--- config.mk ---
export PLATFORM = sky130hd
export DESIGN_NAME = fsm_escribir_rtc
export DESIGN_NICKNAME = d
export VERILOG_FILES = /design/src/rtl/fsm_escribir_rtc.sv
export SDC_FILE = /design/constraint.sdc
export NUM_CORES = 1
export LEC_CHECK = 0
export ABC_AREA = 1
export ABC_CLOCK_PERIOD_IN_PS = 2300
export BUFFER_PORTS_ARGS = -buffer_cell sky130_fd_sc_hd__buf_4
export CAP_MARGIN = 20
export CORE_MARGIN = 5
export CORE_UTILIZATION = 44
export DETAILED_ROUTE_END_ITERATION = 8
export GPL_TIMING_DRIVEN = 0
export PLACE_DENSITY = 0.71
export RECOVER_POWER = 50
export SYNTH_ARGS = -nofsm -noshare
export SYNTH_HDL_FRONTEND = slang
export SYNTH_SLANG_ARGS = --single-unit
--- constraint.sdc ---
create_clock -name clk -period 2.3 [get_ports clk]
set_input_delay 0 -clock clk [delete_from_list [all_inputs] [get_ports clk]]
set_output_delay 0 -clock clk [all_outputs]
set_load 0.02 [all_outputs]
--- src/rtl/fsm_escribir_rtc.sv ---
// Writes date/time registers to a multiplexed-AD-bus RTC, then issues the 0xF1 command.
// Define RTC_WR_TIMER_EN to also write the timer registers 0x41-0x43.
module fsm_escribir_rtc #(
  parameter int T_PULSE = 10,
  parameter int T_GAP   = 5
) (
  input  logic       clk,
  input  logic       reset,
  input  logic       do_it_escribir,
  input  logic [7:0] seg,
  input  logic [7:0] min,
  input  logic [7:0] hora,
  input  logic [7:0] dia,
  input  logic [7:0] mes,
  input  logic [7:0] anio,
  input  logic [7:0] seg_tim,
  input  logic [7:0] min_tim,
  input  logic [7:0] hora_tim,
  output logic       a_d,
  output logic       cs,
  output logic       rd,
  output logic       wr,
  output logic [7:0] dato_out,
  output logic       bus_oe,
  output logic       busy,
  output logic       done
);

`ifdef RTC_WR_TIMER_EN
  localparam int N_DATA = 9;
`else
  localparam int N_DATA = 6;
`endif
  localparam int N_TXN = N_DATA + 1;
  localparam logic [3:0] LAST_IDX   = 4'(N_TXN - 1);
  localparam logic [5:0] PULSE_LOAD = 6'(T_PULSE - 1);
  localparam logic [5:0] GAP_LOAD   = 6'(T_GAP - 1);

  localparam logic [3:0] IDLE        = 4'd0;
  localparam logic [3:0] ADDR_SETUP  = 4'd1;
  localparam logic [3:0] ADDR_STROBE = 4'd2;
  localparam logic [3:0] ADDR_HOLD   = 4'd3;
  localparam logic [3:0] ADDR_GAP    = 4'd4;
  localparam logic [3:0] DATA_SETUP  = 4'd5;
  localparam logic [3:0] DATA_STROBE = 4'd6;
  localparam logic [3:0] DATA_HOLD   = 4'd7;
  localparam logic [3:0] DATA_GAP    = 4'd8;
  localparam logic [3:0] DONE        = 4'd9;

  logic [3:0] state_reg, state_next;
  logic [5:0] cnt_reg, cnt_next;
  logic [3:0] idx_reg, idx_next;
  logic       snap_load;
  logic [7:0] snap_in  [N_DATA];
  logic [7:0] snap_reg [N_DATA];
  logic [7:0] data_sel;

  assign snap_in[0] = seg;
  assign snap_in[1] = min;
  assign snap_in[2] = hora;
  assign snap_in[3] = dia;
  assign snap_in[4] = mes;
  assign snap_in[5] = anio;
`ifdef RTC_WR_TIMER_EN
  assign snap_in[6] = seg_tim;
  assign snap_in[7] = min_tim;
  assign snap_in[8] = hora_tim;
`else
  logic unused_tim;
  assign unused_tim = ^{seg_tim, min_tim, hora_tim};
`endif

  function automatic logic [7:0] addr_of(input logic [3:0] i);
    case (i)
      4'd0:    addr_of = 8'h21;
      4'd1:    addr_of = 8'h22;
      4'd2:    addr_of = 8'h23;
      4'd3:    addr_of = 8'h24;
      4'd4:    addr_of = 8'h25;
      4'd5:    addr_of = 8'h26;
`ifdef RTC_WR_TIMER_EN
      4'd6:    addr_of = 8'h41;
      4'd7:    addr_of = 8'h42;
      4'd8:    addr_of = 8'h43;
`endif
      default: addr_of = 8'hF1;
    endcase
  endfunction

  // The final command transaction has no snapshot; its data byte is 0x00.
  always_comb begin
    data_sel = 8'h00;
    for (int i = 0; i < N_DATA; i++) begin
      if (idx_reg == 4'(i)) data_sel = snap_reg[i];
    end
  end

  // Counter is reloaded on every transition; only STROBE and GAP count it down.
  always_comb begin
    state_next = state_reg;
    cnt_next   = 6'd0;
    idx_next   = idx_reg;
    snap_load  = 1'b0;
    case (state_reg)
      IDLE: begin
        if (do_it_escribir) begin
          state_next = ADDR_SETUP;
          idx_next   = 4'd0;
          snap_load  = 1'b1;
        end
      end
      ADDR_SETUP: begin
        state_next = ADDR_STROBE;
        cnt_next   = PULSE_LOAD;
      end
      ADDR_STROBE: begin
        if (cnt_reg == 6'd0) state_next = ADDR_HOLD;
        else                 cnt_next   = cnt_reg - 6'd1;
      end
      ADDR_HOLD: begin
        if (T_GAP == 0) begin
          state_next = DATA_SETUP;
        end else begin
          state_next = ADDR_GAP;
          cnt_next   = GAP_LOAD;
        end
      end
      ADDR_GAP: begin
        if (cnt_reg == 6'd0) state_next = DATA_SETUP;
        else                 cnt_next   = cnt_reg - 6'd1;
      end
      DATA_SETUP: begin
        state_next = DATA_STROBE;
        cnt_next   = PULSE_LOAD;
      end
      DATA_STROBE: begin
        if (cnt_reg == 6'd0) state_next = DATA_HOLD;
        else                 cnt_next   = cnt_reg - 6'd1;
      end
      DATA_HOLD: begin
        if (T_GAP == 0) begin
          if (idx_reg == LAST_IDX) begin
            state_next = DONE;
          end else begin
            state_next = ADDR_SETUP;
            idx_next   = idx_reg + 4'd1;
          end
        end else begin
          state_next = DATA_GAP;
          cnt_next   = GAP_LOAD;
        end
      end
      DATA_GAP: begin
        if (cnt_reg != 6'd0) begin
          cnt_next = cnt_reg - 6'd1;
        end else if (idx_reg == LAST_IDX) begin
          state_next = DONE;
        end else begin
          state_next = ADDR_SETUP;
          idx_next   = idx_reg + 4'd1;
        end
      end
      DONE:    state_next = IDLE;
      default: state_next = IDLE;
    endcase
  end

  always_ff @(posedge clk) begin
    if (reset) begin
      state_reg <= IDLE;
      cnt_reg   <= 6'd0;
      idx_reg   <= 4'd0;
      for (int i = 0; i < N_DATA; i++) snap_reg[i] <= 8'h00;
    end else begin
      state_reg <= state_next;
      cnt_reg   <= cnt_next;
      idx_reg   <= idx_next;
      if (snap_load) begin
        for (int i = 0; i < N_DATA; i++) snap_reg[i] <= snap_in[i];
      end
    end
  end

  // Bus controls decode directly from the registered state.
  always_comb begin
    cs       = 1'b1;
    wr       = 1'b1;
    a_d      = 1'b1;
    bus_oe   = 1'b0;
    dato_out = 8'h00;
    case (state_reg)
      ADDR_SETUP, ADDR_STROBE, ADDR_HOLD: begin
        cs       = 1'b0;
        a_d      = 1'b0;
        bus_oe   = 1'b1;
        dato_out = addr_of(idx_reg);
        wr       = (state_reg != ADDR_STROBE);
      end
      ADDR_GAP: a_d = 1'b0;
      DATA_SETUP, DATA_STROBE, DATA_HOLD: begin
        cs       = 1'b0;
        bus_oe   = 1'b1;
        dato_out = data_sel;
        wr       = (state_reg != DATA_STROBE);
      end
      default: ;
    endcase
  end

  assign rd   = 1'b1;
  assign done = (state_reg == DONE);
  assign busy = (state_reg != IDLE) && (state_reg != DONE);

endmodule

-- After elaboration in Yosys (flattened, before gate mapping)
Memories as Yosys holds them, arrays and structs flattened.
Cells that the tools add are included.
- RAM bits: 48
- memories: 1
- register bits after elaboration: 14
- bits of input ports: 75
- reductions and logical operators: 16
- multiplexer cells: 39
- add/subtract/negate cells: 2
- equal/unequal tests: 24
- bitwise logic cells: 6
- memory list (name ; depth ; width ; read ports ; clocked after memory_dff ; wr ports ; line ; text):
    snap_reg ; 6 ; 8 ; 6 ; 0 ; 6 ; 55 ; logic [7:0] snap_reg [N_DATA];
- operators by type and width (kind ; number):
    $mux 8 ; 12
    $pmux 8 s6 ; 1
    $mux 4 ; 9
    $pmux 4 s9 ; 1
    $eq 4x3->1 const B ; 7
    $pmux 6 s4 ; 1
    $eq 4x2->1 const B ; 4
    $pmux 8 s2 ; 1
    $mux 6 ; 2
    $ne 2x2->1 const B ; 6
    $mux 1 ; 10
    $reduce_or 3->1 ; 3
    $eq 4x1->1 const B ; 2
    $eq 4x4->1 const B ; 2
    $logic_not 4->1 ; 2
    $pmux 4 s2 ; 1
    $logic_not 6->1 ; 1
    $or 1x1->1 ; 6
    $reduce_bool 6->1 ; 1
    $reduce_or 6->1 ; 1
    $sub 6x1->6 const B ; 1
    $reduce_and 5->1 ; 1
    $add 4x1->4 const B ; 1
    $ne 4x2->1 const B ; 1
    9 further kinds ; 10

-- Depth between registers and ports, before layout
Gate-level depths: netlist of the first run.
- word-level depth: 8
- gate-level depth with buffers: 12

-- Worst setup path before layout of the first run
OpenSTA, ideal clock, no wires.
- path type: register to register
- start point: register state_reg[0]
- end point: memory snap_reg[0][0], enable pin
- library setup time: 0.407 ns
- data arrival time: 1.801 ns
- path slack: 0.093 ns
- cell stages (with the launch flop): 6
- path buffers: 0
- path through: dfxtp_1 > nor2_2 > nand2_2 > nor2_4 > nand2_1 > nand2_1
- RTL lines (what ; line ; text):
    start, declared ; 50 ; logic [3:0] state_reg, state_next;
    start signal, assigned ; 175 ; state_reg <= state_next;
    end, declared ; 55 ;

-- Worst setup path in the final report of the first run
- start point: register idx_reg[0]
- end point: output port dato_out[1]
- longest elaborated chain between the ends: 8
- elaborated cells between the ends (all ways): 14
- classes of those cells: eq/ne (5); mux (8); reduce/logical (1)
- RTL lines (what ; line ; text):
    start, declared ; 52 ; logic [3:0] idx_reg, idx_next;
    start signal, assigned ; 177 ; idx_reg <= idx_next;
    $logic_not 4->1 ; 74, 94 ;
    $mux 8 (6 in a row) ; 94 ; if (idx_reg == 4'(i)) data_sel = snap_reg[i];
    $pmux 8 s2 (*) ; 191 ; case (state_reg)
    end, declared ; 23 ; output logic [7:0] dato_out,
Mark *: on every way between the ends. The rest lies on a longest branch, timed or not.

==> flow_summary.yaml, run 1 <==
status:
  status: "finished, final reports clean"
cells_and_area:
  fin_nets: 645
  n_antenna_cell: 0
  largest_register_ffs: 48
  fillCellCount: 646
  fin_cells: 670
  drive_gt1_share_pct: 17.6
  fin_area_mm2: 0.00470
  syn2layout_area_growth_pct: 35.3
  final_util_pct: 60.8
synth:
  netlist-cell-type-count: 36
  syn_avg_cell_area_um2: 7.86
  synth-main-ff-cell: "edfxtp_1"
  synth_commonest_cells: "nor2_1, nand2_1, inv_1"
  yosysTopAreaCellShare_pct: 41.5
  syn-num-nets: 523
  synthArstFlopShare_pct: 0
  yosys_warnings: 0
  yosys.area.top_type: "edfxtp_1"
  synth.cell_area_mm2: 0.00347
  synth_edf_count: 48
  synth-seq-cells: 62
  netlist_top_cells_area: "edfxtp_1, nor2_1, nand2_1"
  yosysMostFrequentCell: "nor2_1"
  synth_seq_area_share_pct: 49.6
  netlist_instances: 442
route:
  dr_wl_met2_mm: 4.01
  detailroute.via_count: 3055
  vias_per_cell: 4.56
  first_pass_iters: 4
  routedWlPerCell_um: 11.9
  drt_iter0_markers: 102
  drt-met1-wl_mm: 3.27
  drc_errors: 0
  drt-total-wl_mm: 7.97
  wl_met3_um: 439
  drtAntennaViolNets: 0
  highest_layer: "met4"
place:
  dp.cells: 609
  placed_cell_area_mm2: 0.00411
  place_ws_ns: 0.396
  port_buffers: 64
  dp_hpwl_mm: 5.64
  gp_congestion: 0.817
floorplan:
  dieWidth_um: 98.8
  dieHeight_um: 98.8
  dieArea_mm2: 0.00977
  fp-row-count: 32
  core_mm2: 0.00773
  ios: 90
  start_util_pct: 44.9
sta:
  fin_worst_skew_ns: 0.00740
  timing.final.hold_violations: 0
  worst_pin_slew_ns: 0.618
  post-route-min-period_ns: 2.07
  slew_viol_final: 0
  finalCritPeriodShare_pct: 90.0
  worst_slack_ns: 0.230
  fmax_mhz: 483
  slew-limit-headroom_pct: 58.6
  rsz0062_at_grt: "no"
  setup_viol: 0
clock_network:
  clkTransAtPathRegs_ns: 0.06
  cts.sinks: 62
  cts_buffers: 9
  cts-root-buf: "clkbuf_8"
  post_cts_buffers: 0
  tritoncts: "yes"
  clockBufferDepth: 2
  htree_levels: 3
  clock_latency_ns: 0.35
worst_setup_path:
  reg2reg_slack_ns: 0.23
  crit_required_ns: 2.30
  endpoint_kind: "output pin"
  critical_path_class: "flop to output pin"
  max_stage_delay_ns: 0.43
  crit_path_max_fanout: 10
  crit_family: "buffers and inverters"
  critPathLaunchType: "flop"
  critPathArrivalTime_ns: 2.07
  cpMaxStageDelayCell: "dfxtp_1"
  worstPathCellList: "ha_1 > buf_2 > nand2_1 > nor2_1 > inv_2 > buf_6 > nor2_1 > nor2_1 > nand2_1 > nand2_1 > buf_4"
  critical_path_buf_inv_count: 4
min_path:
  hp-class: "input port to flop"
global_routing:
  antenna_found_initial: 0
  grt_max_degree: 26
  grt_overflow: 0
  grtUsageTotal_pct: 17.2
  grt_pass1_wl_mm: 13.4
  grt_pass1_vias: 3044
job:
  maxCapViolations: 0
power_and_ir_drop:
  power_mw: 3.59
  powerDensity_mw_per_mm2: 763
  ir_drop_mv: 0.329
  power.leakage_nw: 2.35
==> cells by family after synthesis <==
group | after synthesis | share of synthesized area [%]
compound gates | 28 | 4.61
buf+inv | 108 | 13.0
flops | 62 | 49.6
other cells | 1 | 0.108
fa+ha+maj | 6 | 2.16
simple gates | 232 | 29.3
xor+xnor | 5 | 1.26
==> placed cells by master, fill, tap and decap left out, types with 2 or more instances in the layout <==
cell type / synthesis / layout
edfxtp_1: 48 / 48
or2_0: 2 / 2
clkinv_2: 0 / 2
clkbuf_8: 0 / 9
nand3_1: 25 / 25
nand3_2: 2 / 2
clkinv_1: 1 / 2
nand3b_1: 6 / 6
clkbuf_1: 1 / 10
ha_1: 6 / 6
nor3_1: 2 / 2
buf_2: 5 / 2
nor2_1: 90 / 93
or2_1: 5 / 5
buf_6: 5 / 3
buf_4: 1 / 60
clkbuf_2: 0 / 2
dfxtp_1: 14 / 14
nand2_2: 3 / 3
a21oi_1: 9 / 9
inv_2: 10 / 8
dlygate4sd3_1: 0 / 46
nand2_1: 88 / 88
inv_1: 85 / 87
xor2_1: 4 / 4
o21ai_0: 14 / 15
==> per-stage QoR <==
stage | setup TNS (ns) | hold slack, ns
finish | 0 | 0.0231
global route | 0 | 0.00991
CTS | 0 | 0.00704
detailed placement | 0 | 0.237
global placement | -18.07 | 0.231
floorplan | 0 | 0.0691
==> tightest hold or removal path, stage by stage <==
cell    delay (ns)
buf_4         0.11
inv_1         0.04
nor2_1        0.05
==> what timing repair did <==
item,4_1_cts,5_1_grt
hold buffers,46,0
resized for setup,0,3
setup endpoints to repair,0,5
endpoints found under the hold margin,51,0
==> report_power, final <==
part	leakage (nW)	total, mW	internal [mW]	switching [mW]
combinational	1.63	1.17	0.458	0.715
clock	0.0896	0.904	0.487	0.417
sequential	0.627	1.51	1.43	0.0797
total	2.35	3.59	2.37	1.21
==> final cells by class <==
class                      instances  area, um^2  share of cell area, %
buffer                            12        76.3                   1.62
sequential                        62        1720                   36.6
clock inverter                     5        51.3                   1.09
timing repair buffer             111         950                   20.2
inverter                          96         360                   7.67
clock buffer                      10         128                   2.71
multi-input combinational        272        1290                   27.4
tap                              102         128                   2.71
==> metal layers <==
| layer | track usage, % | vias to the layer above |
|---|---|---|
| met5 | 0 | - |
| met4 | 8.61 | 0 |
| met3 | 3.89 | 21 |
| met2 | 30.4 | 85 |
| met1 | 19.3 | 1360 |
| li1 | - | 1589 |
==> worst paths after layout <==
kind,end,depth (start not counted),startpoint
hold reg to reg,cnt_reg[5],2,cnt_reg[5]
setup reg to reg,snap_reg[2][6],6,state_reg[1]
setup / recovery,dato_out[1],11,idx_reg[0]
hold / removal,snap_reg[2][3],3,hora[3]
(Power assumes the default switching activity.)
==> run 2, diff against run 1 <==
==> constraint.sdc (replaced) <==
create_clock -name clk -period 2.3 [get_ports clk]
set_input_delay 0 -clock clk [delete_from_list [all_inputs] [get_ports clk]]
set_output_delay 0 -clock clk [all_outputs]
set_load 0.005 [all_outputs]
==> flow_summary.yaml, run 2 (synthesized netlist as in run 1, its figures left out) <==
status:
  status: "finished, final reports clean"
worst_setup_path:
  crit_path_max_fanout: 25
  critical_path_buf_inv_count: 1
  critical_path_class: "flop to flop"
  critPathLaunchType: "flop"
  critPathArrivalTime_ns: 2.11
  r2r_cells: 6
  crit_required_ns: 2.35
  worstPathCellList: "nor2_1 > nand2_1 > nor2_1 > nand2_1 > nand2_2 > buf_16"
  cpMaxStageDelayCell: "nand2_2"
  max_stage_delay_ns: 0.49
  endpoint_kind: "flop"
  cp_num_cells: 6
  crit_family: "simple AND/OR/NAND/NOR gates"
min_path:
  hp-class: "input port to flop"
  holdPathStages: 3
global_routing:
  grt_pass1_vias: 3044
  grtUsageTotal_pct: 17.2
  grt_util_met2_pct: 30.4
  grt_pass1_wl_mm: 13.4
  antenna_found_initial: 0
  top_usage_layer: "met2"
  use_met1_pct: 19.3
  use_met3_pct: 3.89
  grt_max_degree: 26
  grt_overflow: 0
clock_network:
  cts_buffers: 9
  clkTransAtPathRegs_ns: 0.06
  htree_levels: 3
  tritoncts: "yes"
  clock_latency_ns: 0.34
  cts-root-buf: "clkbuf_8"
  cts.sinks: 62
  post_cts_buffers: 0
  clockBufferDepth: 2
route:
  routedWlPerCell_um: 11.9
  drtAntennaViolNets: 0
  drc_errors: 0
  detailroute.via_count: 3047
  drt_iter0_markers: 96
  first_pass_iters: 4
  drt-total-wl_mm: 7.95
  vias_per_cell: 4.55
cells_and_area:
  multi_input_area_mm2: 0.00129
  n_antenna_cell: 0
  largest_register_ffs: 48
  fillCellCount: 644
  layout_common_cells: "nor2_1, inv_1, nand2_1"
  layout_commonest_cell: "nor2_1"
  drive_gt1_share_pct: 18.3
  fin_nets: 645
  fin_area_mm2: 0.00472
  syn2layout_area_growth_pct: 35.9
  fin_cells: 670
  ff_latch_area_mm2: 0.00172
sta:
  whs_ns: 0.0260
  setup_tns_ns: 0
  worst_pin_slew_ns: 0.621
  fmax_mhz: 483
  setup_viol: 0
  finalCritPeriodShare_pct: 90.0
  post-route-min-period_ns: 2.07
  slew_viol_final: 0
  slew-limit-headroom_pct: 58.5
  rsz0062_at_grt: "no"
  fin_worst_skew_ns: 0.00492
  timing.final.hold_violations: 0
floorplan:
  core_mm2: 0.00773
  dieHeight_um: 98.8
  dieWidth_um: 98.8
  ios: 90
  fp-row-count: 32
  dieArea_mm2: 0.00977
  start_util_pct: 44.9
place:
  gp_congestion: 0.817
  placed_cell_area_mm2: 0.00411
  dp.cells: 609
  dp_hpwl_mm: 5.64
  port_buffers: 64
power_and_ir_drop:
  power.leakage_nw: 2.36
  powerDensity_mw_per_mm2: 743
  ir_drop_mv: 0.326
job:
  maxCapViolations: 0
-- run 2: cell count changes in the layout (fill, tap and decap cells not counted) --
cell	change
clkbuf_4	+4
clkbuf_1	-5
inv_1	+1
inv_2	-1
buf_4	+1
-- run 2: final cells by class --
cell class / instances / share of cell area (%)
buffer: 12 / 1.62
clock buffer: 10 / 2.70
clock inverter: 5 / 1.09
inverter: 96 / 7.64
multi-input combinational: 272 / 27.3
sequential: 62 / 36.5
tap: 102 / 2.70
timing repair buffer: 111 / 20.5
-- run 2: repair_timing --
item	4_1_cts	5_1_grt
gates resized for setup	0	3
endpoints found under the hold margin	51	0
setup endpoints to repair	0	4
hold buffers	46	0
-- run 2: final timing paths --
path / startpoint / to / slack, ns
max: state_reg[1] / snap_reg[2][6] / 0.23
min: hora[3] / snap_reg[2][3] / 0.03
max reg2reg: state_reg[1] / snap_reg[2][6] / 0.23
min reg2reg: cnt_reg[5] / cnt_reg[5] / 0.49
-- run 2: metal layers --
layer | routed length, um | vias to the layer above
met2 | 4030 | 81
met5 | 0 | -
li1 | - | 1589
met4 | 228 | 0
met1 | 3270 | 1357
met3 | 423 | 20
-- run 2: worst register-to-register path, delay by kind of cell (launching register included) --
kind                   cells  cell delay [ns]
buffers and inverters      1             0.26
DFF                        1             0.35
and+or+nand+nor            5             1.15
-- run 2: through the flow --
| stage | util (%) | power (mW) | setup slack [ns] |
|---|---|---|---|
| 6_report | 61.1 | 3.51 | 0.231 |
| 5_1_grt | 61.1 | 3.74 | 0.0333 |
| 3_3_place_gp | 52.8 | 2.56 | -0.377 |
| 4_1_cts | 61.5 | 3.56 | 0.175 |
| 3_5_place_dp | 53.2 | 2.60 | 0.396 |
| 2_1_floorplan | - | 2.19 | 0.0929 |
-- run 2: report_power, final --
part | leakage [nW] | internal [mW] | switching, mW
clock network | 0.0896 | 0.487 | 0.412
logic | 1.65 | 0.473 | 0.628
registers | 0.627 | 1.43 | 0.0789
total | 2.36 | 2.39 | 1.12
==> run 3, diff against run 2 <==
==> constraint.sdc (replaced) <==
create_clock -name clk -period 2.3 [get_ports clk]
set_input_delay 0.115 -clock clk [delete_from_list [all_inputs] [get_ports clk]]
set_output_delay 0.115 -clock clk [all_outputs]
set_load 0.005 [all_outputs]
==> flow_summary.yaml, run 3 (synthesized netlist as in run 1, its figures left out) <==
status:
  status: "finished, final reports clean"
floorplan:
  core_mm2: 0.00773
  dieArea_mm2: 0.00977
  start_util_pct: 44.9
  dieWidth_um: 98.8
  fp-row-count: 32
  dieHeight_um: 98.8
  ios: 90
sta:
  whs_ns: 0.0598
  fmax_mhz: 469
  slew-limit-headroom_pct: 58.4
  fin_worst_skew_ns: 0.00826
  post-route-min-period_ns: 2.13
  worst_slack_ns: 0.166
  timing.final.hold_violations: 0
  rsz0062_at_grt: "no"
  setup_viol: 0
  setup_tns_ns: 0
  finalCritPeriodShare_pct: 92.8
  worst_pin_slew_ns: 0.622
  slew_viol_final: 0
worst_setup_path:
  critical_path_class: "flop to output pin"
  crit_path_max_fanout: 10
  critPathArrivalTime_ns: 2.02
  cpMaxStageDelayCell: "dfxtp_1"
  critPathLaunchType: "flop"
  endpoint_kind: "output pin"
  crit_required_ns: 2.18
  critPathMostFrequentCell: "nand2_1"
  max_stage_delay_ns: 0.41
  worstPathCellList: "inv_1 > ha_1 > clkbuf_4 > nand2_1 > nor2_2 > inv_2 > buf_6 > o21ai_0 > inv_2 > nand2_1 > nand2_1 > nand2_1 > buf_4"
clock_network:
  cts_buffers: 9
  cts.sinks: 62
  clkTransAtPathRegs_ns: 0.07
  htree_levels: 3
  cts-root-buf: "clkbuf_8"
  clock_latency_ns: 0.35
  tritoncts: "yes"
  post_cts_buffers: 0
  clockBufferDepth: 2
power_and_ir_drop:
  internal-power_mw: 2.35
  power.leakage_nw: 2.18
  pwr-share-comb_pct: 30.2
  powerDensity_mw_per_mm2: 809
  p_seq_share_pct: 43.6
  switching_share_pct: 32.3
  p_clk_share_pct: 26.2
  power_mw: 3.46
  ir_drop_mv: 0.318
  p_switching_mw: 1.12
place:
  port_buffers: 64
  gp_congestion: 0.817
  dp.cells: 609
  dp_hpwl_mm: 5.64
  placed_cell_area_mm2: 0.00411
  place_ws_ns: 0.396
route:
  first_pass_iters: 4
  drt-total-wl_mm: 7.48
  vias_per_cell: 4.58
  drt_iter0_markers: 121
  detailroute.via_count: 2865
  drc_errors: 0
  drtAntennaViolNets: 0
  routedWlPerCell_um: 12.0
cells_and_area:
  syn2layout_area_growth_pct: 23.3
  fin_nets: 600
  drive_gt1_share_pct: 20.5
  n_antenna_cell: 0
  largest_register_ffs: 48
  fillCellCount: 705
  fin_area_mm2: 0.00428
  layout_common_cells: "nor2_1, inv_1, nand2_1"
  fin_cells: 625
  layout_commonest_cell: "nor2_1"
  final_util_pct: 55.4
global_routing:
  antenna_found_initial: 0
  grt_pass1_wl_mm: 12.6
  grt_overflow: 0
  grt_max_degree: 26
  grtUsageTotal_pct: 16.2
  grt_pass1_vias: 2890
job:
  maxCapViolations: 0
min_path:
  hp-class: "input port to flop"
-- run 3: power by group through the flow --
stage,combinational (mW),sequential [mW],clock (mW)
2_1_floorplan,0.682,1.51,0
3_3_place_gp,1.03,1.53,0
3_5_place_dp,1.06,1.53,0
4_1_cts,1.07,1.51,0.920
5_1_grt,1.19,1.53,0.973
6_report,1.04,1.51,0.907
-- run 3: worst max-delay path, delay by kind of cell, from the launching register on --
kind	cells	cell delay, ns
AOI/OAI and AO/OA	1	0.10
adders and majority gates	1	0.18
buffers and inverters	6	0.70
DFF	1	0.41
and+or+nand+nor	5	0.29
-- run 3: routing by layer --
layer | vias to the layer above | track usage (%) | wire [um]
met1 | 1268 | 19.1 | 3320
met3 | 18 | 3.82 | 333
met2 | 79 | 27.4 | 3610
met5 | - | 0 | 0
li1 | 1500 | - | -
met4 | 0 | 8.19 | 210
-- run 3: path summary, 6_finish.rpt --
check	start	cells after the start	slack, ns	to
max	idx_reg[1]	13	0.17	dato_out[6]
max reg2reg	state_reg[1]	6	0.34	snap_reg[2][6]
min reg2reg	cnt_reg[5]	2	0.49	cnt_reg[5]
min	dia[5]	3	0.06	snap_reg[3][5]
-- run 3: area by class of cell --
class | instances | area (um^2) | area share [%]
sequential | 62 | 1720 | 40.2
clock inverter | 5 | 51.3 | 1.20
inverter | 96 | 360 | 8.42
multi-input combinational | 272 | 1300 | 30.3
tap | 102 | 128 | 2.98
clock buffer | 10 | 128 | 2.98
buffer | 12 | 81.3 | 1.90
timing repair buffer | 66 | 514 | 12.0
-- run 3: timing repair --
| action | in CTS | in global routing |
|---|---|---|
| gates resized for setup | 0 | 6 |
| setup endpoints to repair | 0 | 8 |
| endpoints found under the hold margin | 6 | 0 |
| hold buffers | 1 | 0 |
